### config.mk
export PLATFORM = sky130hd
export DESIGN_NAME = aes_shift_rows_pipe
export DESIGN_NICKNAME = d
export VERILOG_FILES = /design/src/rtl/aes_shift_rows_pipe.sv
export SDC_FILE = /design/constraint.sdc
export NUM_CORES = 1
export LEC_CHECK = 0
export CAP_MARGIN = 20
export CORE_UTILIZATION = 43
export DETAILED_ROUTE_END_ITERATION = 10
export GPL_ROUTABILITY_DRIVEN = 1
export PLACE_DENSITY = 0.85
export SETUP_SLACK_MARGIN = 0.5
export SLEW_MARGIN = 20
export SYNTH_ARGS = -nofsm -noshare
export SYNTH_HDL_FRONTEND = slang
export SYNTH_SLANG_ARGS = --single-unit
export TNS_END_PERCENT = 10
### constraint.sdc
create_clock -name clk_i -period 3.6 [get_ports clk_i]
set_input_delay 0.36 -clock clk_i [delete_from_list [all_inputs] [get_ports clk_i]]
set_output_delay 0.36 -clock clk_i [all_outputs]
set_load 0.05 [all_outputs]
### src/rtl/aes_shift_rows_pipe.sv
// Pipelined ShiftRows / InvShiftRows stage for 4 x NumCols Rijndael states.
// The direction travels with each beat; valid/ready handshake with a synchronous flush.
module aes_shift_rows_pipe #(
  parameter  int unsigned NumCols = 4,
  parameter  int unsigned Depth   = 1,
  localparam int unsigned Bw      = 32 * NumCols
) (
  input  logic          clk_i,
  input  logic          rst_ni,
  input  logic          clear_i,
  input  logic          in_valid_i,
  output logic          in_ready_o,
  input  logic          op_i,
  input  logic [Bw-1:0] data_i,
  output logic          out_valid_o,
  input  logic          out_ready_i,
  output logic          op_o,
  output logic [Bw-1:0] data_o,
  output logic          busy_o
);

  if (!(NumCols == 4 || NumCols == 6 || NumCols == 8)) begin : g_bad_cols
    $error("aes_shift_rows_pipe: NumCols must be 4, 6 or 8");
  end
  if (Depth < 1 || Depth > 4) begin : g_bad_depth
    $error("aes_shift_rows_pipe: Depth must be in 1..4");
  end

  // Rijndael row offsets: 256-bit blocks shift rows 2 and 3 one column further.
  function automatic int unsigned row_offset(input int unsigned r);
    if (NumCols == 8 && r >= 2) return r + 1;
    return r;
  endfunction

  logic [Bw-1:0] shifted;

  always_comb begin
    shifted = '0;
    for (int unsigned r = 0; r < 4; r++) begin
      for (int unsigned c = 0; c < NumCols; c++) begin
        int unsigned src;
        src = op_i ? (c + NumCols - row_offset(r)) % NumCols
                   : (c + row_offset(r)) % NumCols;
        shifted[8*(r*NumCols + c) +: 8] = data_i[8*(r*NumCols + src) +: 8];
      end
    end
  end

  logic [Depth-1:0] valid_q, valid_d;
  logic [Depth-1:0] op_q, op_d;
  logic [Bw-1:0]    data_q [Depth];
  logic [Bw-1:0]    data_d [Depth];
  logic [Depth-1:0] ready;

  // Index k feeds stage k; index 0 is the input port.
  logic [Depth:0]   src_v;
  logic [Depth:0]   src_op;
  logic [Bw-1:0]    src_data [Depth+1];

  always_comb begin
    src_v[0]    = in_valid_i;
    src_op[0]   = op_i;
    src_data[0] = shifted;
    for (int unsigned k = 0; k < Depth; k++) begin
      src_v[k+1]    = valid_q[k];
      src_op[k+1]   = op_q[k];
      src_data[k+1] = data_q[k];
    end
  end

  // Stage k can advance unless it and every stage after it are full and the
  // output is stalled; expressed without a ready-to-ready chain.
  always_comb begin
    ready = '0;
    for (int unsigned k = 0; k < Depth; k++) begin
      logic full;
      full = 1'b1;
      for (int unsigned j = k; j < Depth; j++) begin
        full = full & valid_q[j];
      end
      ready[k] = out_ready_i | ~full;
    end
  end

  always_comb begin
    valid_d = valid_q;
    op_d    = op_q;
    data_d  = data_q;
    for (int unsigned k = 0; k < Depth; k++) begin
      if (ready[k]) begin
        valid_d[k] = src_v[k];
        if (src_v[k]) begin
          op_d[k]   = src_op[k];
          data_d[k] = src_data[k];
        end
      end
    end
    if (clear_i) begin
      valid_d = '0;
      op_d    = '0;
      for (int unsigned k = 0; k < Depth; k++) begin
        data_d[k] = '0;
      end
    end
  end

  always_ff @(posedge clk_i or negedge rst_ni) begin
    if (!rst_ni) begin
      valid_q <= '0;
      op_q    <= '0;
      for (int unsigned k = 0; k < Depth; k++) begin
        data_q[k] <= '0;
      end
    end else begin
      valid_q <= valid_d;
      op_q    <= op_d;
      data_q  <= data_d;
    end
  end

  assign in_ready_o  = ready[0];
  assign out_valid_o = valid_q[Depth-1];
  assign op_o        = op_q[Depth-1];
  assign data_o      = data_q[Depth-1];
  assign busy_o      = |valid_q;

endmodule

==> impl_metrics.json, run 1 <==
{
  "status": "finished clean",
  "initial_core_util_pct": 44.1,
  "cts_root_buffer": "clkbuf_16",
  "reg2reg_from": "busy_o",
  "r2r-end": "data_o[5]",
  "grt_max_degree": 130,
  "yosysMostFrequentCell": "dfrtp_1",
  "post_cts_buffers": 0,
  "worstSetupEndpoint": "in_ready_o",
  "synthToLayoutAreaGrowth_pct": 61.2,
  "num_antenna_cells": 0,
  "p_switching_w": 0.00120,
  "drtAntennaViolNets": 0,
  "power.total_w": 0.00419,
  "grtUsageMet2_pct": 37.9,
  "drc": 0,
  "finalSetupViolCount": 0,
  "track_usage_pct": 23.3,
  "rows": 40,
  "synth-edff-count": 0,
  "rsz0062_at_grt": "false",
  "clk_latency_ns": 0.41,
  "path_class": "reg2out",
  "dr.pass1.iters": 4,
  "synth_area_leader_cell": "dfrtp_1",
  "synthFlopType": "dfrtp_1",
  "critPathArrivalTime_ns": 1.83,
  "fin_skew_ns": 0.0179,
  "grtUsageMet1_pct": 28.1,
  "start_kind": "register",
  "gp_congestion": 0.749,
  "cts_buffer_depth": 2,
  "comb_power_share_pct": 22.4,
  "synth_top_family_by_area": "compound AO/OA/AOI/OAI gates",
  "post_cts_resized": 0,
  "synth_cells": 366,
  "pwr-share-clk_pct": 39.2,
  "wl_per_cell_um": 18.9,
  "synth_top_area_share_pct": 61.4,
  "endpoint_kind": "output port",
  "post-dp-hpwl_um": 9960,
  "timing.final.crit_share_pct": 61.0,
  "drv_slew": 0,
  "grt_pass1_wl_um": 22800,
  "routed_via_density": 5.46,
  "numCtsBuffers": 17,
  "cts_hold_buffers": 0,
  "period_minus_slack_ns": 2.19,
  "netlist-cell-type-count": 14,
  "grtUsageMet3_pct": 7.12,
  "synth_seq_area_share_pct": 61.4,
  "io_buffers": 265,
  "power.density_mw_per_mm2": 491,
  "ios": 266,
  "drt-total-wl_um": 14700,
  "clk_pin_slew_worst_paths_ns": 0.06,
  "async_flop_share_pct": 100,
  "vias": 4239,
  "yosysWarningCount": 0,
  "finalHoldViolations": 0,
  "antenna_found_initial": 0,
  "switching_share_pct": 28.6,
  "fin_setup_tns_ns": 0,
  "synth_xor_area_share_pct": 0,
  "synth_mux_area_share_pct": 12.1,
  "synth_area_leaders": "dfrtp_1 (61%), mux2i_1 (12%), a22o_1 (11%)",
  "hold_class": "in2async",
  "cts.sinks": 130,
  "stdcell_area_mm2": 0.00854,
  "ir_drop_mv": 0.248,
  "fp.dieH_um": 113,
  "internal_power_w": 0.00300,
  "dieArea_mm2": 0.0128,
  "drt_iter0_markers": 249,
  "cap_violations": 0,
  "fp.coreArea_mm2": 0.0120,
  "pwr-share-seq_pct": 38.4,
  "tightestPinTransition_ns": 1.00,
  "synth_area_mm2": 0.00530,
  "timing.reg2reg.worst_path_depth": 5,
  "fin_nets": 752,
  "synth_adder_area_share_pct": 0,
  "grt_pass1_vias": 4362,
  "synth-compound-area-share_pct": 21.5,
  "rrSetupSlack_ns": 1.92,
  "cts_tree": "built",
  "fmax_ghz": 0.456,
  "htree_levels": 4,
  "p_leak_nw": 3.74,
  "yosys.area_share.simple_pct": 0.779,
  "slew_headroom_pct": 33.2,
  "cp-startpoint": "busy_o",
  "synth_nets": 500,
  "synthTopCellsByCount": "dfrtp_1 (130), a22o_1 (65), mux2i_1 (64), o2bb2ai_1 (64), buf_2 (20)",
  "fillers": 855,
  "globalRoute.busiestLayer": "met2",
  "die_width_um": 113,
  "drive_gt1_share_pct": 5.72,
  "critPathMaxFanout": 3,
  "yosys_register_bits": 130,
  "crit_required_ns": 3.24,
  "avgSynthCellArea_um2": 14.5,
  "place_area_mm2": 0.00798,
  "overflow": 0
}
[stage by stage]
| step | std cells | util (%) | hold WS, ns | setup slack [ns] |
|---|---|---|---|---|
| CTS | 776 | 71.1 | 0.0980 | 1.40 |
| finish | 776 | 71.1 | 0.0613 | 1.41 |
| global route | 776 | 71.1 | 0.125 | 1.35 |
| global placement | 746 | 66.4 | 0.471 | 1.43 |
| floorplan | 366 | - | 0.0644 | 1.89 |
| detailed placement | 746 | 66.4 | 0.473 | 1.42 |
[power groups by stage]
stage               clock network, W  registers, W  logic (W)
floorplan                          0       0.00196   0.000196
global placement                   0       0.00163   0.000924
detailed placement                 0       0.00163   0.000941
CTS                          0.00167       0.00161   0.000943
global route                 0.00174       0.00162   0.000979
finish                       0.00165       0.00161   0.000937
[worst max-delay path, cell delays in order, from the launching register on]
cell and delay, ns:
dfrtp_1 0.39, nor2b_4 0.15, inv_2 0.08, clkdlybuf4s50_1 0.80
[flip-flops by register name, indices dropped and copies added, names as in the netlist]
register	cells
op_o	1
busy_o	1
data_o	128
[worst min-delay path by stage]
stage                startpoint     endpoint  slack [ns]  depth (start not counted)
floorplan                rst_ni       busy_o        0.06                          0
global placement    data_o[112]  data_o[112]        0.47                          1
detailed placement   data_o[57]   data_o[57]        0.47                          1
CTS                      rst_ni  data_o[106]         0.1                          1
global route             rst_ni  data_o[106]        0.12                          1
finish                   rst_ni  data_o[106]        0.06                          1
[final cells by class]
cell class / count / area, um^2 / share of cell area, %
Tap cell: 147 / 184 / 2.15
Multi-Input combinational cell: 199 / 1830 / 21.5
Clock buffer: 24 / 482 / 5.64
Clock inverter: 6 / 80.1 / 0.938
Inverter: 1 / 3.75 / 0.0440
Timing Repair Buffer: 269 / 2700 / 31.6
Sequential cell: 130 / 3250 / 38.1
[layout by cell type, fill, tap and decap left out]
master	instances
clkdlybuf4s50_1	263
dfrtp_1	130
a22o_1	65
mux2i_1	64
o2bb2ai_1	64
clkbuf_16	17
clkbuf_1	4
clkinv_2	4
buf_4	4
clkbuf_8	3
nor2_1	2
bufinv_16	2
buf_12	2
nor2b_4	1
inv_2	1
a21oi_4	1
nand3b_1	1
nor3b_4	1
[per-layer routing]
layer,part of all wire [%],vias up,wire (um)
met5,0,-,0
met4,3.5,0,517
met3,7.6,29,1110
met2,47,201,6960
met1,42,2074,6090
li1,-,1935,-
[kinds of logic after synthesis]
kind of cell	count (synthesis)
buf+inv	37
mux	64
simple gates	5
flops	130
compound gates	130
(Power assumes the default switching activity.)
==> run 2: changes to the inputs <==
--- a/config.mk
+++ b/config.mk
@@ -6,10 +6,10 @@
 export NUM_CORES = 1
 export LEC_CHECK = 0
 export CAP_MARGIN = 20
-export CORE_UTILIZATION = 43
+export CORE_UTILIZATION = 36
 export DETAILED_ROUTE_END_ITERATION = 10
 export GPL_ROUTABILITY_DRIVEN = 1
-export PLACE_DENSITY = 0.85
+export PLACE_DENSITY = 0.76
 export SETUP_SLACK_MARGIN = 0.5
 export SLEW_MARGIN = 20
 export SYNTH_ARGS = -nofsm -noshare
==> constraint.sdc (replaced) <==
create_clock -name clk_i -period 1.8 [get_ports clk_i]
set_input_delay 0.18 -clock clk_i [delete_from_list [all_inputs] [get_ports clk_i]]
set_output_delay 0.18 -clock clk_i [all_outputs]
set_load 0.05 [all_outputs]
==> run 2 against run 1 <==
- clock power up 120%
- critical path type is now reg2reg
- combinational power is 110% higher
- critical endpoint is now data_o[64]
- non-clock buffer count is 21 higher
==> impl_metrics.json, run 2 (synthesis gave the netlist of run 1 again) <==
{
  "status": "finished clean",
  "drc": 0,
  "finalSetupViolCount": 0,
  "numCtsBuffers": 17,
  "fmax_ghz": 0.676,
  "rrSetupSlack_ns": 0.32,
  "fin_nets": 773,
  "cts.sinks": 130,
  "routed_via_density": 5.25,
  "reg2reg_from": "busy_o",
  "overflow": 0,
  "largest_reg_flops": 128,
  "r2r-end": "data_o[64]",
  "tightestPinTransition_ns": 0.510,
  "layout_common_cells": "clkdlybuf4s50_1 (131), dfrtp_1 (129), clkdlybuf4s15_2 (81)",
  "clk_pin_slew_worst_paths_ns": 0.06,
  "synthToLayoutAreaGrowth_pct": 71.5,
  "track_usage_pct": 20.7,
  "hold_class": "in2async",
  "critPathMaxFanout": 22,
  "initial_core_util_pct": 37.6,
  "slew_headroom_pct": 66.1,
  "htree_levels": 4,
  "dr.pass1.iters": 4,
  "num_antenna_cells": 0,
  "cts_tree": "built",
  "crit_required_ns": 2.14,
  "vias": 4368,
  "gp_congestion": 0.745,
  "cts_buffer_depth": 2,
  "path_class": "reg2reg",
  "mostFrequentLayoutCell": "clkdlybuf4s50_1",
  "pre_cts_slack_ns": 0.0886,
  "fin_setup_tns_ns": 0,
  "wl_per_cell_um": 19.7,
  "ios": 266,
  "fin_skew_ns": 0.00573,
  "power.density_mw_per_mm2": 968,
  "place_area_mm2": 0.00811,
  "grt_max_degree": 73,
  "p_leak_nw": 4.10,
  "drv_slew": 0,
  "grt_pass1_vias": 4380,
  "ir_drop_mv": 0.642,
  "rsz0062_at_grt": "true",
  "drtAntennaViolNets": 0,
  "drt-total-wl_um": 16400,
  "fp.coreArea_mm2": 0.0141,
  "die_width_um": 123,
  "drive_gt1_share_pct": 30.2,
  "start_kind": "register",
  "timing.reg2reg.worst_path_depth": 6,
  "stdcell_area_mm2": 0.00909,
  "antenna_found_initial": 0,
  "post-dp-hpwl_um": 10600,
  "cts_root_buffer": "clkbuf_16",
  "io_buffers": 265,
  "setup_slack_ns": 0.321,
  "worstSetupEndpoint": "data_o[64]",
  "dieArea_mm2": 0.0152,
  "endpoint_kind": "register",
  "cp-startpoint": "busy_o",
  "finalHoldViolations": 0,
  "cap_violations": 0,
  "period_minus_slack_ns": 1.48,
  "fp.dieH_um": 123,
  "drt_iter0_markers": 165,
  "rows": 43,
  "critPathArrivalTime_ns": 1.82,
  "grt_pass1_wl_um": 23200,
  "final_core_util_pct": 64.5,
  "timing.final.crit_share_pct": 82.2,
  "clk_latency_ns": 0.41
}
[run 2: cell count changes in the layout (fill, tap and decap cells not counted), moves of 14 or more]
| cell | delta |
|---|---|
| o2bb2ai_2 | +18 |
| clkdlybuf4s15_2 | +81 |
| o2bb2ai_1 | -18 |
| clkdlybuf4s50_1 | -132 |
| buf_4 | +18 |
| clkdlybuf4s15_1 | +14 |
| buf_2 | +23 |
[run 2: layout make-up]
type | instances | area [um^2]
Timing Repair Buffer | 290 | 3020
Clock buffer | 20 | 447
Sequential cell | 130 | 3250
Fill cell | 1054 | 5010
Tap cell | 180 | 225
Multi-Input combinational cell | 199 | 1950
Clock inverter | 12 | 181
Inverter | 1 | 8.76
[run 2: what timing repair did]
item,4_1_cts,5_1_grt
gates resized for setup,391,25
pin swaps,1,3
buffers inserted,4,3
hold buffers,1,0
gates cloned,2,5
endpoints found under the hold margin,130,0
setup endpoints to repair,249,226
[run 2: per-stage QoR]
| stage | total power, W | hold WS (ns) | cells |
|---|---|---|---|
| after floorplan | 0.00431 | -0.116 | 366 |
| after global placement | 0.00515 | 0.214 | 785 |
| after detailed placement | 0.00517 | 0.217 | 785 |
| after CTS | 0.00879 | 0.322 | 824 |
| after global routing | 0.00911 | 0.356 | 832 |
| final | 0.00880 | 0.323 | 832 |
[run 2: per-layer routing]
metal	GRT usage [%]	wire, um	up-vias
met3	7.10	1260	25
met1	23.5	6370	2181
li1	-	-	1976
met5	0	0	-
met2	35.7	8400	186
met4	8.21	330	0
[run 2: power breakdown]
part           switching [W]  internal, W  leakage (nW)
Sequential          0.000120      0.00311          1.74
Combinational        0.00117     0.000770          2.06
Clock                0.00127      0.00236         0.305
[run 2: worst min-delay path by stage]
stage,end,start,cells past startpoint,slack [ns]
floorplan,busy_o,rst_ni,0,-0.12
global placement,data_o[111],rst_ni,2,0.21
detailed placement,data_o[111],rst_ni,2,0.22
CTS,data_o[119],rst_ni,3,0.32
global route,data_o[77],data_i[93],2,0.36
finish,data_o[119],rst_ni,3,0.32
[run 2: worst max-delay path: stages (launching register included)]
cell     delay [ns]
dfrtp_2        0.41
nor2b_4        0.14
buf_4          0.14
nor3b_4        0.20
buf_4          0.17
buf_12         0.16
a22o_1         0.18
